## config.mk

```make
export PLATFORM = sky130hd
export DESIGN_NAME = mem_arbiter
export DESIGN_NICKNAME = d
export VERILOG_FILES = /design/src/rtl/mem_arb_pkg.sv /design/src/rtl/arb_wait_ctr.sv /design/src/rtl/mem_arbiter.sv
export SDC_FILE = /design/constraint.sdc
export NUM_CORES = 1
export LEC_CHECK = 0
export ABC_AREA = 1
export CORE_MARGIN = 2
export CORE_UTILIZATION = 40
export CTS_CLUSTER_SIZE = 30
export DETAILED_ROUTE_END_ITERATION = 12
export GPL_TIMING_DRIVEN = 0
export PLACE_DENSITY = 0.61
export SETUP_SLACK_MARGIN = 0.4
export SYNTH_ARGS = -nofsm -noshare
export SYNTH_HDL_FRONTEND = slang
export SYNTH_SLANG_ARGS = --single-unit
```

## constraint.sdc

```tcl
create_clock -name clk -period 2.95 [get_ports clk]
set_clock_uncertainty 0.2 [all_clocks]
set_input_delay 0.7375 -clock clk [delete_from_list [all_inputs] [get_ports clk]]
set_output_delay 0.7375 -clock clk [all_outputs]
set_load 0.01 [all_outputs]
```

## src/rtl/mem_arb_pkg.sv

```systemverilog
// rtl/mem_arb_pkg.sv - shared types and constants for the main-memory arbiter
package mem_arb_pkg;

    typedef enum logic [1:0] {
        IDLE  = 2'd0,
        ISSUE = 2'd1,
        WAIT  = 2'd2,
        DONE  = 2'd3
    } arb_state_t;

    localparam logic READ  = 1'b1;
    localparam logic WRITE = 1'b0;

    localparam int CTR_W_DEFAULT = 8;

endpackage

```

## src/rtl/arb_wait_ctr.sv

```systemverilog
// rtl/arb_wait_ctr.sv - loadable wait-state down-counter with completion flag
module arb_wait_ctr
    import mem_arb_pkg::*;
#(
    parameter int CTR_W = CTR_W_DEFAULT
) (
    input  logic             clk,
    input  logic             reset,
    input  logic             load_i,
    input  logic [CTR_W-1:0] load_val_i,
    input  logic             dec_i,
    output logic             done_o
);

    logic [CTR_W-1:0] count_q, count_d;
    logic             zero_q, zero_d;

    // Load has priority over decrement; the counter never wraps below zero.
    always_comb begin
        count_d = count_q;
        zero_d  = zero_q;
        if (load_i) begin
            count_d = load_val_i;
            zero_d  = (load_val_i == '0);
        end else if (dec_i && (count_q != '0)) begin
            count_d = count_q - CTR_W'(1);
        end
    end

    // Counter and zero-load flag registers.
    always_ff @(posedge clk or negedge reset) begin
        if (!reset) begin
            count_q <= '0;
            zero_q  <= 1'b0;
        end else begin
            count_q <= count_d;
            zero_q  <= zero_d;
        end
    end

    // Done on the last counted cycle, or immediately when a zero was loaded.
    assign done_o = (count_q == CTR_W'(1)) | zero_q;

endmodule

```

## src/rtl/mem_arbiter.sv

```systemverilog
// rtl/mem_arbiter.sv - two-requester main-memory arbiter/sequencer; MEM_ARB_ROUND_ROBIN_EN selects round-robin tie-break
module mem_arbiter
    import mem_arb_pkg::*;
#(
    parameter int WAIT_CYCLES = 4,
    parameter int CTR_W       = CTR_W_DEFAULT
) (
    input  logic clk,
    input  logic reset,
    input  logic Req0Strobe,
    input  logic Req0RW,
    input  logic Req1Strobe,
    input  logic Req1RW,
    output logic Req0Ready,
    output logic Req1Ready,
    output logic MStrobe,
    output logic MRW,
    output logic MSel,
    output logic Busy
);

    if ((WAIT_CYCLES < 0) || (WAIT_CYCLES > (2 ** CTR_W) - 1)) begin : g_wait_range
        $error("mem_arbiter: WAIT_CYCLES does not fit in the CTR_W-bit wait counter");
    end

    localparam logic [CTR_W-1:0] WAIT_LOAD = CTR_W'(WAIT_CYCLES);

    arb_state_t state_q, state_d;
    logic       owner_q, owner_d;
    logic       last_owner_q, last_owner_d;
    logic       rw_q, rw_d;
    logic       ctr_load;
    logic       ctr_dec;
    logic       ctr_done;
    logic       tie_owner;
    logic       busy;

`ifdef MEM_ARB_ROUND_ROBIN_EN
    // Alternate on ties: the requester that did not own the port last wins.
    assign tie_owner = ~last_owner_q;
`else
    // Fixed priority: the data cache always wins ties.
    assign tie_owner = 1'b0;
`endif

    arb_wait_ctr #(
        .CTR_W (CTR_W)
    ) u_wait_ctr (
        .clk        (clk),
        .reset      (reset),
        .load_i     (ctr_load),
        .load_val_i (WAIT_LOAD),
        .dec_i      (ctr_dec),
        .done_o     (ctr_done)
    );

    // Next-state logic: grant in IDLE, strobe once, wait out the memory, then acknowledge.
    always_comb begin
        state_d      = state_q;
        owner_d      = owner_q;
        last_owner_d = last_owner_q;
        rw_d         = rw_q;
        ctr_load     = 1'b0;
        ctr_dec      = 1'b0;
        unique case (state_q)
            IDLE: begin
                if (Req0Strobe && Req1Strobe) begin
                    owner_d = tie_owner;
                    rw_d    = tie_owner ? Req1RW : Req0RW;
                    state_d = ISSUE;
                end else if (Req0Strobe) begin
                    owner_d = 1'b0;
                    rw_d    = Req0RW;
                    state_d = ISSUE;
                end else if (Req1Strobe) begin
                    owner_d = 1'b1;
                    rw_d    = Req1RW;
                    state_d = ISSUE;
                end
            end
            ISSUE: begin
                ctr_load = 1'b1;
                state_d  = (WAIT_CYCLES == 0) ? DONE : WAIT;
            end
            WAIT: begin
                ctr_dec = 1'b1;
                if (ctr_done) begin
                    state_d = DONE;
                end
            end
            DONE: begin
                last_owner_d = owner_q;
                state_d      = IDLE;
            end
            default: begin
                state_d = IDLE;
            end
        endcase
    end

    // State and grant registers; reset parks the port with requester 1 as last owner.
    always_ff @(posedge clk or negedge reset) begin
        if (!reset) begin
            state_q      <= IDLE;
            owner_q      <= 1'b0;
            last_owner_q <= 1'b1;
            rw_q         <= WRITE;
        end else begin
            state_q      <= state_d;
            owner_q      <= owner_d;
            last_owner_q <= last_owner_d;
            rw_q         <= rw_d;
        end
    end

    // Moore outputs; everything is gated by busy so IDLE drives all zeros.
    assign busy      = (state_q != IDLE);
    assign Busy      = busy;
    assign MStrobe   = (state_q == ISSUE);
    assign MRW       = busy & rw_q;
    assign MSel      = busy & owner_q;
    assign Req0Ready = (state_q == DONE) & ~owner_q;
    assign Req1Ready = (state_q == DONE) & owner_q;

endmodule

```

==> out/metrics.csv <==
stage;metric;value;unit
status;outcome;finished clean;
die;Cell Rows;16;
global_routing;initial antenna violation count;0;
global_routing;Overflow after GRT;0;
finish;# diodes;0;
worst_hold_path;Hold EP;u_wait_ctr.count_q[6]$_DFFE_PN0P_;
timing;Slew Limit Headroom;0.632;
placement;RePlAce Congestion;0.758;
global_routing;largest net degree at the start of global routing;13;
worst_setup_path;Data required, critical path;2.01;ns
power_and_ir_drop;pwr/cell area;1070;nW/um2
routing;final wirelength;1.56;mm
clock_network;CTS tree;yes;
logic_synthesis;Cell variety after synth;22;
routing;WL met1;714;um
logic_synthesis;post-synthesis sequential area ratio;0.351;
routing;initial drt markers;7;
worst_setup_path;CP Class;reg -> out;
logic_synthesis;yosys warns;0;
timing;period utilisation layout;0.838;
finish;Area growth syn-to-layout;24.6;%
worst_setup_path;worst r2r src;state_q[0]$_DFFE_PN0P_;
routing;remaining routing DRC violations;0;
worst_hold_path;min-delay src;u_wait_ctr.count_q[6]$_DFFE_PN0P_;
power_and_ir_drop;Peak VDD IR;0.000587;V
die;area of the core;1980;um2
timing;final count of negative-setup-slack endpoints;0;
die;Initial Util;0.431;
clock_network;Clock Tree Buf Depth;2;
run;max cap viols;0;
timing;Hold Vio Cnt, Final;0;
timing;setup TNS;0;ns
routing;vias;725;
finish;design area;1060;um2
worst_hold_path;worst min path class;reg -> reg;
logic_synthesis;Mapped Area;855;um2
placement;hpwl dp;1.21;mm
worst_hold_path;hold depth;2;
logic_synthesis;Avg Cell Area, Syn;7.99;um2
global_routing;GR Util All Layers;0.144;
logic_synthesis;#FFs+latches synth;12;
timing;min cycle time layout;2.47;ns
clock_network;Clock Sink Count;12;
clock_network;Clk pin slew, worst setup/hold paths;0.08;ns
global_routing;vias in the first global route;674;
worst_setup_path;CP Data Arrival Time;1.53;ns
clock_network;Num CTS Buffers;3;
routing;top layer reached by signal wires;met4;
worst_setup_path;CP Launch Type;flip-flop;
clock_network;hold_buf cts;0;
finish;Nets;140;
worst_setup_path;RR Endpoint;u_wait_ctr.count_q[2]$_DFFE_PN0P_;
clock_network;clock root buffer;clkbuf_4;
die;I/O pin count;12;
worst_setup_path;largest fanout on the critical path;4;
clock_network;H-Tree Depth;1;
worst_setup_path;Worst R2R Path Depth;7;
routing;DR WL/cell;10.2;um
die;die height;50.2;um
routing;Initial DRT Pass Iterations;4;
routing;Routed Antenna Nets;0;
logic_synthesis;syn nets;121;
placement;port bufs;11;
placement;Place WS;0.638;ns
routing;met3 routed WL;64;um
placement;dpl cell area;998;um2
logic_synthesis;Mapped Cells;107;
worst_setup_path;R2R Setup Slk;1.26;ns
routing;post-detailed-route via-to-cell ratio;4.77;
die;Die ar.;2520;um2
timing;Slew Viols, Final;0;
finish;Finished Core Util;0.537;
die;Die Wd;50.2;um
clock_network;clk_lat worst skew;0.27;ns
power_and_ir_drop;Tot Pwr;1.14;mW
timing;f_max;405;MHz
timing;Slew @ Worst Pin;0.550;ns
global_routing;first-pass GRT wire length;2.75;mm
finish;ratio of cells with drive above 1 in the final layout;0.168;
timing;unrepaired setup endpoints after global routing;false;
routing;Met2 Wirelength;751;um
timing;final setup margin;0.478;ns
worst_setup_path;crit end category;output port;
power_and_ir_drop;LEAKAGE;0.582;nW
[cell type report]
| cell class | instances | area, um2 |
|---|---|---|
| fill | 184 | 917 |
| multi-input combinational | 78 | 463 |
| sequential | 12 | 300 |
| timing repair buffer | 14 | 138 |
| inverter | 17 | 93.8 |
| clock buffer | 4 | 36.3 |
| tap | 27 | 33.8 |
[what timing repair did]
action / 4_1_cts / 5_1_grt
gates resized for setup: 2 / 4
setup endpoints to repair: 3 / 4
setup buffers: 2 / 1
[Yosys cell counts]
master / n / area share
nand3_1: 6 / 0.035
a21oi_1: 1 / 0.0059
o21bai_1: 1 / 0.0088
nor2_1: 12 / 0.053
o21ai_1: 3 / 0.018
nand2_4: 2 / 0.026
nand4_1: 6 / 0.044
o21ai_2: 1 / 0.010
inv_2: 1 / 0.0044
nand2_2: 1 / 0.0073
bufinv_8: 2 / 0.041
nor2_2: 2 / 0.015
nor2_4: 2 / 0.026
dfrtp_1: 12 / 0.35
o21ai_4: 1 / 0.019
inv_1: 13 / 0.057
o211ai_1: 1 / 0.0088
o21ai_0: 2 / 0.012
inv_4: 1 / 0.0073
ha_1: 8 / 0.12
nand2_1: 28 / 0.12
xor2_1: 1 / 0.010
[registers in the layout, indices dropped and copies added, names as in the netlist]
name,count
owner_q,1
rw_q,1
u_wait_ctr.count_q,8
state_q,2
[critical path: stages (launching register included)]
cell and delay, ns:
dfrtp_1 0.40, inv_1 0.10, ha_2 0.22, clkdlybuf4s50_1 0.54
[per-layer routing]
layer  vias to the layer above  GRT usage
met2                        15      0.237
li1                        376          -
met4                         0     0.0556
met3                         4     0.0387
met1                       330      0.179
met5                         -          0
[cell usage in the layout, fill, tap and decap left out, drive strengths merged]
master / instances
nand4: 6
nor2: 16
clkdlybuf4s50: 6
a21oi: 1
dlygate4sd2: 2
bufinv: 2
nand2: 31
buf: 3
o211ai: 1
dlymetal6s2s: 3
xor2: 1
dfrtp: 12
ha: 8
nand3: 6
o21bai: 1
o21ai: 7
inv: 15
clkbuf: 4
[per-stage QoR]
step | cells | hold WS (ns)
final | 152 | 0.334
after global routing | 152 | 0.360
after CTS | 151 | 0.326
after detailed placement | 145 | 0.318
after global placement | 145 | 0.303
after floorplan | 107 | 0.242
[power breakdown]
part / switching, mW / total (mW) / internal (mW)
clock network: 0.0575 / 0.132 / 0.0750
registers: 0.0583 / 0.293 / 0.234
logic: 0.397 / 0.710 / 0.313
total: 0.513 / 1.14 / 0.622
[cell families (layout without fill, tap and decap cells)]
logic type	count (synthesis)	after routing	synth area share
XOR/XNOR	1	1	0.0103
adder cells (fa/ha/maj)	8	8	0.117
buffers and inverters	17	35	0.110
flip-flops	12	12	0.351
AO/OA/AOI/OAI	10	10	0.0820
AND/OR/NAND/NOR	59	59	0.329
[worst max-delay path by stage]
stage,cells past startpoint,start,to,slack (ns)
2_1_floorplan,3,state_q[0]$_DFFE_PN0P_,MRW,1.14
3_3_place_gp,4,state_q[0]$_DFFE_PN0P_,MRW,0.63
6_report,3,state_q[1]$_DFFE_PN0P_,MStrobe,0.48
4_1_cts,5,state_q[1]$_DFFE_PN0P_,Req0Ready,0.40
3_5_place_dp,4,state_q[0]$_DFFE_PN0P_,MRW,0.64
5_1_grt,3,state_q[1]$_DFFE_PN0P_,MStrobe,0.42
Note: power is estimated with default switching activity, not from simulation.
